### src/rtl/divisor_sequencial.sv
// divisor_sequencial
//   Sequential restoring divider, one quotient bit per clock under a
//   start/done handshake. The unsigned N_DVD-bit dividend is divided by an
//   N_DVS-bit divisor. The result is an N_DVD-bit quotient and an N_DVS-bit
//   remainder.
//
//   Optional build macro: DIV_ZERO_CHECK_EN
//     defined   : a zero divisor skips CALC (IDLE -> FIM) and sets div_zero
//     undefined : no zero check, div_zero tied low; a zero divisor runs the
//                 full loop and yields quotient all ones, remainder = low bits
//
//   Ports
//     CLOCK_50   in   system clock, rising edge
//     RST_N      in   asynchronous active-low reset
//     start      in   request, sampled only in IDLE
//     dividendo  in   dividend, captured on the accepting edge
//     divisor    in   divisor, captured on the accepting edge
//     busy       out  high in CALC and FIM
//     done       out  one-cycle pulse, results valid
//     quociente  out  quotient, held until the next completion
//     resto      out  remainder, held until the next completion
//     div_zero   out  divide-by-zero flag, held with results
//
//   state | meaning
//   IDLE  | waiting for start
//   CALC  | one shift/subtract step per edge, N_DVD steps
//   FIM   | results loaded; done is raised on the edge leaving FIM
module divisor_sequencial #(
    parameter int N_DVD = 10,
    parameter int N_DVS = 5
) (
    input  logic             CLOCK_50,
    input  logic             RST_N,
    input  logic             start,
    input  logic [N_DVD-1:0] dividendo,
    input  logic [N_DVS-1:0] divisor,
    output logic             busy,
    output logic             done,
    output logic [N_DVD-1:0] quociente,
    output logic [N_DVS-1:0] resto,
    output logic             div_zero
);

    localparam int CW = $clog2(N_DVD + 1);
    localparam logic [CW-1:0] LAST = CW'(N_DVD - 1);

    typedef enum logic [1:0] {
        IDLE = 2'd0,
        CALC = 2'd1,
        FIM  = 2'd2
    } state_t;

    state_t state, state_nxt;

    logic [N_DVS:0]   rem_q;
    logic [N_DVD-1:0] quo_q;
    logic [N_DVS-1:0] dvs_q;
    logic [CW-1:0]    cnt;
    logic             done_q;

    logic [N_DVS:0]   rem_sh;
    logic [N_DVS:0]   rem_nxt;
    logic [N_DVD-1:0] quo_nxt;
    logic             fits;
    logic             last_step;
    logic             zero_fast;

    // One restoring step. The partial remainder is one bit wider than the
    // divisor so that the shifted value can never overflow before the compare.
    always_comb begin
        rem_sh    = {rem_q[N_DVS-1:0], quo_q[N_DVD-1]};
        fits      = (rem_sh >= {1'b0, dvs_q});
        rem_nxt   = fits ? (rem_sh - {1'b0, dvs_q}) : rem_sh;
        quo_nxt   = {quo_q[N_DVD-2:0], fits};
        last_step = (cnt == LAST);
    end

`ifdef DIV_ZERO_CHECK_EN
    assign zero_fast = (divisor == '0);
`else
    assign zero_fast = 1'b0;
`endif

    always_ff @(posedge CLOCK_50 or negedge RST_N) begin
        if (!RST_N) begin
            state <= IDLE;
        end else begin
            state <= state_nxt;
        end
    end

    always_comb begin
        state_nxt = state;
        case (state)
            IDLE: begin
                if (start) begin
                    state_nxt = zero_fast ? FIM : CALC;
                end
            end
            CALC: begin
                if (last_step) begin
                    state_nxt = FIM;
                end
            end
            FIM:     state_nxt = IDLE;
            default: state_nxt = IDLE;
        endcase
    end

`ifdef DIV_ZERO_CHECK_EN
    logic div_zero_q;
`endif

    always_ff @(posedge CLOCK_50 or negedge RST_N) begin
        if (!RST_N) begin
            rem_q      <= '0;
            quo_q      <= '0;
            dvs_q      <= '0;
            cnt        <= '0;
            done_q     <= 1'b0;
            quociente  <= '0;
            resto      <= '0;
`ifdef DIV_ZERO_CHECK_EN
            div_zero_q <= 1'b0;
`endif
        end else begin
            // done follows FIM by one edge, so it rises together with IDLE.
            done_q <= (state == FIM);
            case (state)
                IDLE: begin
                    if (start) begin
                        dvs_q <= divisor;
                        rem_q <= '0;
                        quo_q <= dividendo;
                        cnt   <= '0;
`ifdef DIV_ZERO_CHECK_EN
                        if (zero_fast) begin
                            quociente  <= '1;
                            resto      <= dividendo[N_DVS-1:0];
                            div_zero_q <= 1'b1;
                        end
`endif
                    end
                end
                CALC: begin
                    rem_q <= rem_nxt;
                    quo_q <= quo_nxt;
                    cnt   <= cnt + 1'b1;
                    if (last_step) begin
                        quociente  <= quo_nxt;
                        resto      <= rem_nxt[N_DVS-1:0];
`ifdef DIV_ZERO_CHECK_EN
                        div_zero_q <= 1'b0;
`endif
                    end
                end
                default: begin
                end
            endcase
        end
    end

    assign busy = (state == CALC) || (state == FIM);
    assign done = done_q;

`ifdef DIV_ZERO_CHECK_EN
    assign div_zero = div_zero_q;
`else
    assign div_zero = 1'b0;
`endif

endmodule

### config.mk
export PLATFORM = sky130hd
export DESIGN_NAME = divisor_sequencial
export DESIGN_NICKNAME = d
export VERILOG_FILES = /design/src/rtl/divisor_sequencial.sv
export SDC_FILE = /design/constraint.sdc
export NUM_CORES = 1
export LEC_CHECK = 0
export BUFFER_PORTS_ARGS = -buffer_cell sky130_fd_sc_hd__buf_4
export CORE_MARGIN = 2
export CORE_UTILIZATION = 40
export CTS_CLUSTER_DIAMETER = 80
export DETAILED_ROUTE_END_ITERATION = 8
export SYNTH_ARGS = -nofsm -noshare
export SYNTH_HDL_FRONTEND = slang
export SYNTH_SLANG_ARGS = --single-unit
### constraint.sdc
create_clock -name CLOCK_50 -period 2.6 [get_ports CLOCK_50]
set_clock_uncertainty 0.05 [all_clocks]
set_input_delay 0.26 -clock CLOCK_50 [delete_from_list [all_inputs] [get_ports CLOCK_50]]
set_output_delay 0.26 -clock CLOCK_50 [all_outputs]
set_load 0.005 [all_outputs]
### Word level (Yosys, flattened, before mapping)

Index checks and enable logic that the tools add are counted.

* bits in registers: 42
* latch bits: 0
* bits in writable memories: 0
* bits in read-only memories: 0
* bits of input ports: 18
* output and inout port bits: 18
* logic and storage cells: 33
* memories: 0

* $add $sub $neg: 2
* $mul: 0
* div/mod/pow operators: 0
* magnitude comparators: 1
* equal/unequal tests: 5
* shift-type cells: 0
* mux-type cells: 10
* bitwise operators: 0
* reductions and logical operators: 7

Operators with widths (number)
* $pmux 10 s2: 1
* $mux 10: 1
* $mux 5: 2
* $pmux 5 s2: 1
* $pmux 4 s2: 1
* $reduce_and 2->1: 4
* $ge 6x5->1: 1
* $sub 5x5->5: 1
* $add 4x1->4 const B: 1
* $eq 4x4->1 const B: 1
* $mux 2: 2
* $mux 4: 1
* $ne 2x2->1 const B: 2
* $pmux 2 s2: 1
* $eq 2x1->1 const B: 1
* $eq 2x2->1 const B: 1
* $logic_not 2->1: 1
* $reduce_bool 2->1: 1
* $logic_or 1x1->1: 1

### Logic depth before layout (Yosys ltp)

* depth in word-level cells: 3
* mapped depth: 8

### Worst setup path before layout

OpenSTA, ideal clock, no wires.

* path kind: reg2reg
* start point: register quo_q[9]
* end point: register resto[0]
* setup time: 0.078 ns
* arrival time: 1.843 ns
* data required time: 2.472 ns
* path slack: 0.629 ns
* cell stages (with the launch flop): 9
* path buffers: 0
* clock period less this slack: 1.971 ns
* cell sequence: dfrtp_1 inv_1 ha_1 inv_1 fa_1 a21oi_2 o221ai_4 mux2_4 o21ai_2

* longest elaborated chain between the ends: 2
* elaborated cells between the ends (all ways): 3
* classes of those cells: 1 x add/sub; 1 x order compare; 1 x mux

RTL lines
* start: declaration: line 56 `logic [N_DVD-1:0] quo_q;`
* start signal: assignment: line 134 `quo_q <= dividendo;`
* start signal: assignment: line 147 `quo_q <= quo_nxt;`
* $sub 5x5->5 / $ge 6x5->1 (equally long branches): line 73, 72
* $mux 5 *: line 73 `rem_nxt = fits ? (rem_sh - {1'b0, dvs_q}) : rem_sh;`
* end signal: assignment: line 151 `resto <= rem_nxt[N_DVS-1:0];`
* end: declaration: line 40 `output logic [N_DVS-1:0] resto,`

Mark *: on every way between the ends. The rest lies on a longest branch, timed or not.
A chain may end at the register's enable or synchronous reset.

### Worst setup path after layout

Same ends and word-level chain as after synthesis.

==> flow_summary.ini <==
[yosys]
synth_cell_type_count = 39
synth_area_leaders = dfrtp_1, nand2_1, ha_1
netlist_area_sq_mm = 0.00211
async_flop_share_pct = 100
netlist_instances = 207
yosysSeqAreaShare_pct = 49.9
ys_warn_count = 0
yosysTopAreaCell = dfrtp_1
synth_edf_count = 0
avgSynthCellArea_sq_um = 10.2
synth-seq-cells = 42
synth_ff_type = dfrtp_1
syn-num-nets = 236
synth_top_area_share_pct = 49.9

[timing]
fin_setup_tns_ns = 0
period_minus_slack_ns = 2.10
rsz0062_at_grt = no
hold_viol_final = 0
slew_violations = 0
period_share_pct = 80.8
setup_ws_ns = 0.499
setup-violations-final = 0
clock.fmax_ghz = 0.476
holdWs_ns = 0.136
max_slew.worst_pin.slew_ns = 0.561
relSlewSlack_pct = 62.5

[setup_path]
worstPathMaxFanout = 9
cp-start-kind = register
crit_required_ns = 2.77
critPathCaptureType = register
crit_arrival_ns = 2.27
criticalPathCategory = reg2reg

[pwr]
p_int_w = 0.00168
power.density_mw_per_mm2 = 1090
power.switching_w = 0.00109
switching_share_pct = 39.3
power_frac_comb_pct = 46.9
sequentialPowerShare_pct = 37.1
power.share.clock_pct = 16.0
total_leakage_power_nw = 1.31
ir_drop_mv = 0.416

[drt]
route.detailed.drc = 0
via_per_inst = 4.88
wl_per_cell_um = 12.8
first_pass_iters = 4
vias = 1531
finalWirelength_um = 4010
drt_iter0_markers = 83
ant_nets = 0

[grt]
grt_pass1_vias = 1505
track_usage_pct = 15.7
grt-busiest-layer = met2
use_met3_pct = 4.27
overflow = 0
grt_max_degree = 43
grt_first_pass_wirelength_um = 7200
use_met1_pct = 22.1
antenna_found_initial = 0
use_met2_pct = 22.7

[cells_and_area]
num-fill-cells = 493
area_growth_pct = 20.2
n_antenna_cell = 0
layout.cells.non_filler = 314
multiInputGateArea_sq_um = 970
nets = 272
seq_area_sq_mm = 0.00105
drive_gt1_share_pct = 25.8

[clocking]
cts_setup_buffers = 0
cts_tree = done
cts.path.max_buffers = 2
cts_num_sinks = 42
root_buffer = clkbuf_8
path_clk_slew_ns = 0.08
cts_buffers = 5
htree_levels = 2
insertion_delay_ns = 0.30

[worst_hold_path]
hp-class = in2reg

[placed_design]
place.gp.congestion = 0.891
numPlacedInstances = 305
io_buffers = 34
pre_cts_slack_ns = 0.520
hpwl_um = 2870

[die]
fp.dieW_um = 76.6
core_sq_mm = 0.00511
num_rows = 26
io_pins = 36
initial_core_util_pct = 41.3
die_y_um = 76.6
die_area_sq_mm = 0.00586

[outcome]
status = finished clean

[run]
maxCapViolations = 0
-- power by group through the flow --
stage	Combinational, W	Clock [W]	Sequential (W)
after CTS	0.00131	0.000462	0.00103
after global routing	0.00147	0.000489	0.00106
after global placement	0.00130	0	0.00104
after detailed placement	0.00131	0	0.00104
final	0.00130	0.000442	0.00103
after floorplan	0.00101	0	0.00100
-- placed cells by master (no fill, tap or decap), types with 2 or more instances in the layout --
master,n
nor2_1,2
mux2_2,6
a21oi_2,2
ha_1,10
a21oi_1,2
nand4_1,4
o21ai_0,18
o21ai_2,2
a21o_1,2
mux2i_1,12
o21ai_1,3
nand2_1,56
clkbuf_8,6
a32oi_1,2
a22o_1,3
a2bb2oi_1,2
buf_4,37
inv_1,11
dfrtp_1,42
-- cell type report --
class | count | share of cell area, %
inverters | 11 | 1.63
repair buffers | 38 | 11.4
multi-input cells | 145 | 38.3
clock buffers | 6 | 3.26
clock inverters | 2 | 0.494
well taps | 70 | 3.46
flip-flops and latches | 42 | 41.5
-- worst max-delay path: stages (launching register included) --
cell	delay [ns]
dfrtp_1	0.38
inv_1	0.07
ha_1	0.17
inv_1	0.05
fa_1	0.42
a21oi_2	0.20
o221ai_4	0.20
mux2_4	0.35
o21ai_2	0.12
-- sequential cells by signal, summed over array words and instances (netlist names) --
signal	flops
cnt	4
done	1
dvs_q	5
quo_q	10
quociente	10
rem_q	5
resto	5
state	2
-- stage by stage --
step / utilization [%] / power (W) / instance area, sq um
floorplan: - / 0.00201 / 2110
global placement: 47.5 / 0.00234 / 2430
detailed placement: 47.5 / 0.00235 / 2430
CTS: 49.6 / 0.00280 / 2530
global route: 49.6 / 0.00302 / 2530
finish: 49.6 / 0.00277 / 2530
-- synth_stat cells (all sizes together) (3+ instances only) --
library cell	n
inv	11
mux2i	12
buf	7
a21oi	4
o21ai	23
a21o	3
nand2	56
ha	10
nand4	4
mux2	7
a22o	3
dfrtp	42
-- routing by layer --
metal / vias up / part of all wire (%)
met5: - / 0
met4: 0 / 1.7
met3: 6 / 3.9
met2: 27 / 42
met1: 720 / 52
li1: 778 / -
-- worst paths after layout --
path	cells after the start	slack, ns	to	from
worst max-delay path	8	0.50	resto[0]	quo_q[9]
worst min-delay path	2	0.14	dvs_q[4]	divisor[4]
worst max register to register	8	0.50	resto[0]	quo_q[9]
worst min register to register	2	0.43	quociente[5]	quociente[5]
max in group asynchronous	2	1.70	done	RST_N
min in group asynchronous	2	0.43	quociente[4]	RST_N
-- cells by family (layout without fill, tap and decap cells) --
logic type / Yosys count / in the layout / share of synthesized area (%)
simple gates: 74 / 74 / 16.0
flops: 42 / 42 / 49.9
compound gates: 39 / 39 / 12.9
buf+inv: 20 / 57 / 4.10
mux: 19 / 19 / 9.62
fa+ha+maj: 11 / 11 / 6.89
other cells: 1 / 1 / 0.178
xor+xnor: 1 / 1 / 0.416
-- timing repair --
action | CTS | global route
gates resized for setup | 0 | 0
endpoints found under the hold margin | 42 | 0
hold buffers | 1 | 0
(Power assumes the default switching activity.)
